$ cat src/rtl/addr_ctr.sv
// addr_ctr: {rg_a, bit_a} address sweep counter with IDLE/RUN/DONE control.
// Optional down counting is enabled by defining ADDR_CTR_DOWN_EN; without it
// the dir port is accepted but ignored and only up-count logic exists.
module addr_ctr #(
  parameter int RG_W    = 4,
  parameter int BIT_W   = 2,
  parameter int RG_NUM  = 16,
  parameter int BIT_NUM = 4
) (
  input  logic             tick,
  input  logic             clr,
  input  logic             start,
  input  logic             en,
  input  logic             once,
  input  logic             dir,
  input  logic             load,
  input  logic [RG_W-1:0]  load_rg,
  input  logic [BIT_W-1:0] load_bit,
  output logic [RG_W-1:0]  rg_a,
  output logic [BIT_W-1:0] bit_a,
  output logic             busy,
  output logic             done,
  output logic             tc
);

  localparam logic [RG_W-1:0]  RG_MAX  = RG_W'(RG_NUM - 1);
  localparam logic [BIT_W-1:0] BIT_MAX = BIT_W'(BIT_NUM - 1);
  localparam logic [RG_W-1:0]  RG_ONE  = RG_W'(1);
  localparam logic [BIT_W-1:0] BIT_ONE = BIT_W'(1);

  typedef enum logic [1:0] {
    S_IDLE,
    S_RUN,
    S_DONE
  } state_t;

  state_t           state_q, state_d;
  logic [RG_W-1:0]  rg_q, rg_d;
  logic [BIT_W-1:0] bit_q, bit_d;
  logic             tc_q, tc_d;
  logic             down;
  logic             at_term;

`ifdef ADDR_CTR_DOWN_EN
  assign down = dir;
`else
  // Direction is tied to up; dir is kept on the port list for compatibility.
  logic unused_dir;
  assign unused_dir = dir;
  assign down       = 1'b0;
`endif

  assign at_term = down ? ((rg_q == '0) && (bit_q == '0))
                        : ((rg_q == RG_MAX) && (bit_q == BIT_MAX));

  // Next-state, next-address and terminal-count decode (load > start > count).
  always_comb begin
    state_d = state_q;
    rg_d    = rg_q;
    bit_d   = bit_q;
    tc_d    = 1'b0;
    if (load) begin
      rg_d    = (load_rg  > RG_MAX)  ? RG_MAX  : load_rg;
      bit_d   = (load_bit > BIT_MAX) ? BIT_MAX : load_bit;
      state_d = S_IDLE;
    end else if (start) begin
      rg_d    = down ? RG_MAX  : '0;
      bit_d   = down ? BIT_MAX : '0;
      state_d = S_RUN;
    end else if ((state_q == S_RUN) && en) begin
      if (at_term) begin
        tc_d = 1'b1;
        if (once) begin
          state_d = S_DONE;
        end else begin
          rg_d  = down ? RG_MAX  : '0;
          bit_d = down ? BIT_MAX : '0;
        end
      end else begin
`ifdef ADDR_CTR_DOWN_EN
        if (down) begin
          if (bit_q == '0) begin
            bit_d = BIT_MAX;
            rg_d  = rg_q - RG_ONE;
          end else begin
            bit_d = bit_q - BIT_ONE;
          end
        end else
`endif
        begin
          if (bit_q == BIT_MAX) begin
            bit_d = '0;
            rg_d  = rg_q + RG_ONE;
          end else begin
            bit_d = bit_q + BIT_ONE;
          end
        end
      end
    end
  end

  // State, address and tc registers with asynchronous clear.
  always_ff @(posedge tick or posedge clr) begin
    if (clr) begin
      state_q <= S_IDLE;
      rg_q    <= '0;
      bit_q   <= '0;
      tc_q    <= 1'b0;
    end else begin
      state_q <= state_d;
      rg_q    <= rg_d;
      bit_q   <= bit_d;
      tc_q    <= tc_d;
    end
  end

  assign rg_a  = rg_q;
  assign bit_a = bit_q;
  assign busy  = (state_q == S_RUN);
  assign done  = (state_q == S_DONE);
  assign tc    = tc_q;

endmodule

$ cat config.mk
export PLATFORM = sky130hd
export DESIGN_NAME = addr_ctr
export DESIGN_NICKNAME = d
export VERILOG_FILES = /design/src/rtl/addr_ctr.sv
export SDC_FILE = /design/constraint.sdc
export NUM_CORES = 1
export LEC_CHECK = 0
export CAP_MARGIN = 30
export CELL_PAD_IN_SITES_DETAIL_PLACEMENT = 1
export CELL_PAD_IN_SITES_GLOBAL_PLACEMENT = 2
export CORE_AREA = 2 2 54 56
export DETAILED_ROUTE_END_ITERATION = 8
export DIE_AREA = 0 0 56 58
export PLACE_DENSITY = 0.72
export SLEW_MARGIN = 20
export SYNTH_ARGS = -nofsm -noshare
export SYNTH_HDL_FRONTEND = slang
export SYNTH_SLANG_ARGS = --single-unit
$ cat constraint.sdc
create_clock -name tick -period 1.6 [get_ports tick]
set_input_delay 0.32 -clock tick [delete_from_list [all_inputs] [get_ports tick]]
set_output_delay 0.32 -clock tick [all_outputs]
set_load 0.02 [all_outputs]
==> run metrics <==
Tmin final 1540 ps; placed insts 112; RSZ-0062 raised after global routing yes; total global-route track usage 0.111; vias in the first global route 580; Max Slew Vio Count 0; Post-DP HPWL 1.28 mm; Post-Synthesis Cell Area 529 um^2; Least-Margin Pin Slew 360 ps; switching share of power 0.303; Antenna Diode Count 0; Die ar. 3250 um^2; clk_lat worst skew 260 ps; Fmax 649 MHz; setup TNS 0 ps; Crit-path slowest cell dfrtp_2; Largest stage delay, worst path 440 ps; Register Area 230 um^2; flops & latches, synth 9; unique cell type count in the Yosys netlist 28; clock network power share 0.286; Hold Crit Class in2async; CTS Hold Buffers Added 0; Synth top cells by count dfrtp_1 (9), a21oi_1 (5), nand2_1 (4), o21ai_0 (4); Mapped Nets 67; port bufs 20; IO Pins 22; Synth top area share 0.426; Area contributors post-synth dfrtp_1 (43%), mux2_4 (5.7%), a21oi_1 (4.7%), ha_1 (4.7%), a31oi_4 (4.0%); fin area 901 um^2; Top FF cell, synth dfrtp_1; synthesized instance count 52; status complete, no violations; Post-synth EDFFs 0; slew margin rel. 0.760; Syn Area/Cell 10.2 um^2; Tcrit/Tclk final 0.963; drt total wl 1.59 mm; Max-Cap Viols 0; WP data arrival 1680 ps; area grow syn2layout 70.2%; CP endpoint kind flop; final net count 101; routed len/inst 13.7 um; Cell Rows 19; DRC 0; crit-path max FO 5; CP Buf/Inv Count 0; drt pass-1 iters 2; final core occ 0.338; antenna violations before repair 0; YS warnings 0; Fillers 322; Async SR Flop Fraction 1.00; Seq pwr share 0.414; post-route non-filler standard cell count 116; vias per cell 4.59; Core ar. 2660 um^2; CTS root buf clkbuf_4; Clk pin slew, worst setup/hold paths 70 ps; CTS tree yes; total CTS buffers 3; Sink Count 9; Critical Path RT 1740 ps; combinational share of power 0.300; Synth area leader dfrtp_1; initial core utilization 0.199; width of the die 56 um; post-route ant nets 0; sequential area share after synthesis 0.426; Initial DRC Count 6; ratio of cells with drive above 1 in the final layout 0.329; via count 532; Final setup viols 0; static leakage 0.398 nW; Pwr Total 643 uW; Die Ht 58 um; P_int 448 uW; Max Buffers Root-to-Sink 2; largest net degree at the start of global routing 10; top-count cell post-synth dfrtp_1; multi-input logic area 317 um^2; DP Area 881 um^2; total gr overflow 0; Startpoint Class flop; Final Hold Vio Count 0; delay-heaviest family, CP compound AO/OA/AOI/OAI gates; WS Path Type reg2reg; global-route wire length before repair 2.68 mm; Cell Chain, Critical Path ha_4 > and4_4 > a21bo_2 > o311ai_1 > o21ai_1; htree depth 1; Sw Pwr 195 uW; Clock Skew 7.07 ps; Max rail drop VDD 0.000251 V; Power Density 714 nW/um^2; routability cong. 0.713
## through the flow
step,worst slack [ps],hold slack (ps)
2_1_floorplan,9.23,148
3_3_place_gp,-178,531
6_report,58.7,320
3_5_place_dp,-197,560
5_1_grt,-1.44,351
4_1_cts,4.41,338
## registers in the layout, summed over array words and instances, names as in the netlist
register	cells
tc	1
state_q	2
bit_a	2
rg_a	4
## layer usage
| metal | track usage | part of all wire | vias to the layer above | routed length [um] |
|---|---|---|---|---|
| met5 | 0 | 0 | - | 0 |
| met4 | 0.0816 | 0.024 | 0 | 38 |
| met3 | 0.0201 | 0.044 | 4 | 70 |
| met2 | 0.187 | 0.49 | 14 | 787 |
| met1 | 0.126 | 0.44 | 258 | 694 |
| li1 | - | - | 256 | - |
## path summary, 6_finish.rpt
check | slack (ps) | start | cells past startpoint | endpoint
max | 60 | bit_a[0] | 5 | rg_a[3]
min | 320 | clr | 2 | tc
max reg2reg | 60 | bit_a[0] | 5 | rg_a[3]
min reg2reg | 570 | state_q[1] | 2 | state_q[1]
max in group asynchronous | 990 | clr | 2 | bit_a[1]
min in group tick | 570 | state_q[1] | 2 | state_q[1]
## power by group through the flow
stage,clock network (mW),registers (mW),logic (mW)
2_1_floorplan,0,0.291,0.0709
3_5_place_dp,0,0.271,0.205
4_1_cts,0.197,0.266,0.194
6_report,0.184,0.266,0.193
5_1_grt,0.209,0.270,0.210
3_3_place_gp,0,0.270,0.201
## area by class of cell
cell class,instances,share of cell area
multi-input combinational,39,0.351
inverter,3,0.0125
sequential,9,0.256
timing repair buffer,30,0.308
clock buffer,4,0.0292
tap,31,0.0431
## layout by cell type, fill, tap and decap left out, drive strengths merged
master,netlist,layout
or2,1,1
nand3,1,1
o21ai,4,4
and3,1,1
and2,1,1
dfrtp,9,9
a21bo,1,1
o311ai,1,1
mux2i,1,1
nor2b,1,1
nor3b,1,1
a32oi,1,1
and3b,1,1
clkdlybuf4s50,0,12
o31ai,1,1
a21oi,5,5
clkbuf,0,4
ha,2,2
nand2,5,5
nor4,1,1
buf,1,10
and4,1,1
nor2,3,3
mux2,2,2
dlygate4sd2,0,8
a31oi,2,2
a22o,1,1
a2bb2oi,1,1
inv,3,3
## cells by family after synthesis
| family | after synthesis | share of synthesized area |
|---|---|---|
| AOI/OAI and AO/OA | 17 | 0.236 |
| adders and majority gates | 2 | 0.0473 |
| buffers and inverters | 4 | 0.0307 |
| DFF | 9 | 0.426 |
| muxes | 3 | 0.0757 |
| and+or+nand+nor | 17 | 0.184 |
## timing repair
| item | 4_1_cts | 5_1_grt |
|---|---|---|
| cloned | 0 | 0 |
| pin swaps | 0 | 1 |
| setup endpoints to repair | 8 | 3 |
| setup buffers | 0 | 0 |
| resized for setup | 8 | 3 |
| hold endpoints to repair | 0 | 0 |
## worst register-to-register path, delay by kind of cell, from the launching register on
kind | cells | cell delay (ps)
adders and majority gates | 1 | 170
DFF | 1 | 440
and+or+nand+nor | 1 | 200
AOI/OAI and AO/OA | 3 | 600
(Power assumes the default switching activity.)
